<file path="src/rtl/hazard_ctrl.sv">
// hazard_ctrl: tracks in-flight destinations to pick forwarding sources, detect load-use stalls
// and generate branch flush bubbles, with saturating stall/flush event counters.
module hazard_ctrl #(
    parameter int AW        = 5,
    parameter int DEPTH     = 3,
    parameter int LOAD_LAT  = 1,
    parameter int FLUSH_CYC = 2
) (
    input  logic          clk,
    input  logic          rst,
    input  logic          id_valid,
    input  logic [AW-1:0] id_rs1,
    input  logic [AW-1:0] id_rs2,
    input  logic          id_rs1_used,
    input  logic          id_rs2_used,
    input  logic [AW-1:0] id_rd,
    input  logic          id_wen,
    input  logic          id_is_load,
    input  logic          br_resolve,
    input  logic          br_taken,
    output logic [2:0]    fwd_a,
    output logic [2:0]    fwd_b,
    output logic          stall,
    output logic          flush,
    output logic [15:0]   perf_stall,
    output logic [15:0]   perf_flush
);
    logic [DEPTH:1] v, w, ld;
    logic [AW-1:0]  rd [DEPTH:1];
    logic [3:0]     fc;
    logic [2:0]     sel_a, sel_b;
    logic           haz_a, haz_b, take;

    // Scan oldest to youngest so the youngest match wins; a too-young load hides itself and raises a hazard.
    always_comb begin
        take  = br_resolve && br_taken;
        sel_a = '0;
        sel_b = '0;
        haz_a = 1'b0;
        haz_b = 1'b0;
        for (int k = DEPTH; k >= 1; k--) begin
            if (v[k] && w[k] && rd[k] != '0 && rd[k] == id_rs1 && id_rs1_used) begin
                haz_a = ld[k] && (k <= LOAD_LAT);
                sel_a = haz_a ? 3'd0 : 3'(k);
            end
            if (v[k] && w[k] && rd[k] != '0 && rd[k] == id_rs2 && id_rs2_used) begin
                haz_b = ld[k] && (k <= LOAD_LAT);
                sel_b = haz_b ? 3'd0 : 3'(k);
            end
        end
        flush = !rst && (take || fc != '0);
        stall = !rst && id_valid && !flush && (haz_a || haz_b);
        fwd_a = (rst || stall) ? 3'd0 : sel_a;
        fwd_b = (rst || stall) ? 3'd0 : sel_b;
    end

    always_ff @(posedge clk or posedge rst) begin
        if (rst) begin
            v          <= '0;
            w          <= '0;
            ld         <= '0;
            for (int k = 1; k <= DEPTH; k++) rd[k] <= '0;
            fc         <= '0;
            perf_stall <= '0;
            perf_flush <= '0;
        end else begin
            for (int k = DEPTH; k >= 2; k--) begin
                v[k]  <= v[k-1];
                w[k]  <= w[k-1];
                ld[k] <= ld[k-1];
                rd[k] <= rd[k-1];
            end
            v[1]       <= id_valid && !stall && !flush;
            w[1]       <= id_wen;
            ld[1]      <= id_is_load;
            rd[1]      <= id_rd;
            fc         <= take ? 4'(FLUSH_CYC - 1) : (fc != '0 ? fc - 4'd1 : fc);
            perf_stall <= perf_stall + 16'(stall && perf_stall != 16'hFFFF);
            perf_flush <= perf_flush + 16'(take && perf_flush != 16'hFFFF);
        end
    end
endmodule

</file>
<file path="config.mk">
export PLATFORM = sky130hd
export DESIGN_NAME = hazard_ctrl
export DESIGN_NICKNAME = d
export VERILOG_FILES = /design/src/rtl/hazard_ctrl.sv
export SDC_FILE = /design/constraint.sdc
export NUM_CORES = 1
export LEC_CHECK = 0
export CORE_MARGIN = 5
export CORE_UTILIZATION = 47
export DETAILED_ROUTE_END_ITERATION = 7
export DONT_BUFFER_PORTS = 1
export PLACE_DENSITY = 0.68
export SYNTH_ARGS = -nofsm -noshare
export SYNTH_HDL_FRONTEND = slang
export SYNTH_SLANG_ARGS = --single-unit
</file>
<file path="constraint.sdc">
create_clock -name clk -period 3.7 [get_ports clk]
set_input_delay 0.37 -clock clk [delete_from_list [all_inputs] [get_ports clk]]
set_output_delay 0.37 -clock clk [all_outputs]
set_load 0.01 [all_outputs]
</file>
==> results.yml <==
run_status:
  status: "finished, final reports clean"
routing:
  drtIter0Drc: 111
  route.detailed.drc: 0
  routed_wl_mm: 5.30
  viasPerCell: 5.42
  ant_nets: 0
  vias: 1681
  wl_met2_mm: 2.51
  first_pass_iters: 4
  top_layer_used: "met4"
  detail_route.wl_per_cell_um: 17.1
  met1Wirelength_mm: 2.27
  dr_wl_met3_um: 408
floorplanning:
  die_y_um: 85.1
  dieArea_mm2: 0.00724
  core_mm2: 0.00551
  start_util_pct: 48.1
  num_rows: 27
  die_x_um: 85.1
  io-pin-count: 64
pwr:
  pwr-share-clk_pct: 37.6
  vdd_drop_max_mv: 0.387
  p_per_area_mw_per_mm2: 527
  cell_internal_pwr_mw: 1.13
  p_leak_nw: 1.32
  p_comb_share_pct: 11.5
  switching_share_pct: 26.9
  p_sw_mw: 0.417
  power_frac_seq_pct: 50.9
  power_mw: 1.55
final_layout:
  antennaDiodeCount: 0
  fill_cells: 487
  drive_gt1_share_pct: 10.5
  ff_latch_area_mm2: 0.00145
  stdcell_area_mm2: 0.00294
  area_growth_pct: 11.0
  multi_input_area_mm2: 0.00116
  finalNonFillerCells: 310
  nets: 262
global_routing:
  grt_pass1_vias: 1829
  antenna_found_initial: 0
  grt_pass1_wl_mm: 8.96
  grt_max_degree: 59
  grt_overflow: 0
  grt_use_total_pct: 15.9
synth:
  synth.distinct_cells: 35
  synth_seq_cells: 58
  synth_area_mm2: 0.00265
  synthCells: 223
  yosys_warnings: 0
  syn_avg_cell_area_um2: 11.9
  ys_seq_area_share_pct: 54.8
cts:
  postCtsSetupRepairBufs: 0
  cts_num_sinks: 58
  clkTransAtPathRegs_ps: 60
  ctsHoldBuffers: 0
  cts_root_buffer: "clkbuf_8"
  insertion_delay_ps: 330
  cts_made_buffers: 9
  clockBufferDepth: 2
  cts-htree-levels: 3
  cts_resized: 0
  cts_tree: "done"
sta:
  rsz0062_at_grt: "no"
  fin_crit_sh_pct: 80.7
  fin_worst_skew_ps: 4.97
  tightest_slew_ps: 704
  setup_tns_ps: 0
  hold_viol: 0
  finalMaxSlewViolations: 0
  relSlewSlack_pct: 53.1
  setup_viol: 0
  fmax_ghz: 0.335
  fin_crit_ps: 2990
place:
  dp_cells: 294
  port_buffers: 0
  placed_area_mm2: 0.00274
  dpl.hpwl_mm: 4.03
  globalplace.congestion: 0.818
critical_path:
  endpoint_kind: "flop"
  critPathKind: "flop to flop"
  worstPathRequired_ps: 3910
  cp.arrival_ps: 3190
  cp-start-kind: "flop"
  worst-path-max-fanout: 6
worst_hold_path:
  hold_path_class: "primary input to flop"
run:
  drv_cap: 0
==> layout by cell type (no fill, tap or decap), types with 3 or more instances in the layout <==
cell and n:
a211oi_1 3, a21oi_1 3, and3_1 13, and4_1 3
clkbuf_8 11, clkinv_2 3, dfrtp_1 58, ha_1 5
inv_1 3, nand2_1 5, nand3_1 23, nand4_1 6
nor2_1 5, nor3_1 4, or3_1 3, xnor2_1 37
xor2_1 22
==> sequential cells by signal, summed over array words and instances (netlist names) <==
signal and flops:
rd 15, v 3, perf_flush 16, w 3, fc 4, ld 1
perf_stall 16
==> worst max-delay path, cell delays in order, from the launching register on <==
cell	delay, ps
dfrtp_1	410
inv_1	70
ha_1	180
or3b_4	420
nor2_1	150
nand3_1	150
a211oi_2	160
buf_4	170
a21boi_1	170
ha_1	230
ha_1	310
and3_1	230
nand3_1	100
xnor2_1	130
==> Yosys cell counts <==
cell	number	area (um^2)
a211oi_1	3	22.5
a211oi_2	1	12.5
a21boi_1	1	7.51
a21oi_1	3	15.0
a31oi_1	1	6.26
and2_1	2	12.5
and3_1	13	81.3
and4_1	3	26.3
buf_4	2	15.0
clkbuf_1	2	7.51
conb_1	1	3.75
dfrtp_1	58	1450
ha_1	5	62.6
inv_1	4	15.0
nand2_1	5	18.8
nand2b_1	2	12.5
nand3_1	23	115
nand3b_1	1	7.51
nand4_1	6	37.5
nand4_2	2	25.0
nor2_1	5	18.8
nor3_1	4	20.0
nor3b_1	1	7.51
nor4_1	2	12.5
nor4_2	2	25.0
o2111a_1	1	11.3
o211ai_1	1	7.51
o21ai_0	1	5.00
o311a_1	2	20.0
or2_1	2	12.5
or3_1	3	18.8
or3b_4	1	11.3
or4_1	1	7.51
xnor2_1	37	324
xor2_1	22	193
==> kinds of logic after synthesis <==
group,after synthesis,share of synthesized area [%]
AND/OR/NAND/NOR,78,17.8
flip-flops,58,54.8
buffers and inverters,8,1.42
AO/OA/AOI/OAI,14,4.06
XOR/XNOR,59,19.5
other,1,0.142
adder cells (fa/ha/maj),5,2.36
==> cell type report <==
| cell class | count | area share [%] |
|---|---|---|
| multi-input cells | 158 | 39.6 |
| clock buffers | 11 | 5.15 |
| repair buffers | 2 | 0.511 |
| clock inverters | 5 | 1.79 |
| well taps | 72 | 3.06 |
| flip-flops and latches | 58 | 49.4 |
| inverters | 4 | 0.511 |
==> power groups by stage <==
stage,combinational [mW],clock (mW),sequential (mW)
floorplan,0.154,0,0.780
global placement,0.174,0,0.798
detailed placement,0.181,0,0.803
CTS,0.183,0.600,0.791
global route,0.204,0.634,0.800
finish,0.178,0.582,0.789
==> per-stage QoR <==
| stage | setup WS [ps] | util [%] | hold WS (ps) |
|---|---|---|---|
| final | 713 | 53.4 | 66.6 |
| after global routing | 456 | 53.4 | 42.2 |
| after CTS | 729 | 53.4 | 51.6 |
| after detailed placement | 745 | 49.7 | 372 |
| after global placement | 872 | 49.7 | 379 |
| after floorplan | 957 | - | 354 |
==> final timing paths <==
| check | startpoint | end | slack [ps] | cells after the start |
|---|---|---|---|---|
| max in group asynchronous | rst | perf_stall[15]$_DFF_PP0_ | 3090 | 2 |
| min in group asynchronous | rst | v[2]$_DFF_PP0_ | 140 | 2 |
| min reg2reg | w[1]$_DFF_PP0_ | w[2]$_DFF_PP0_ | 390 | 0 |
| max reg2reg | fc[0]$_DFFE_PP0N_ | perf_stall[12]$_DFF_PP0_ | 710 | 13 |
| max | fc[0]$_DFFE_PP0N_ | perf_stall[12]$_DFF_PP0_ | 710 | 13 |
| min | id_rd[4] | rd[4]$_DFF_PP0_ | 70 | 0 |
==> metal layers <==
metal / vias to the layer above / global-route usage, %
met5: - / 0
met2: 46 / 24.8
met3: 9 / 5.73
li1: 803 / -
met4: 0 / 6.91
met1: 823 / 19.8
(Power assumes the default switching activity.)
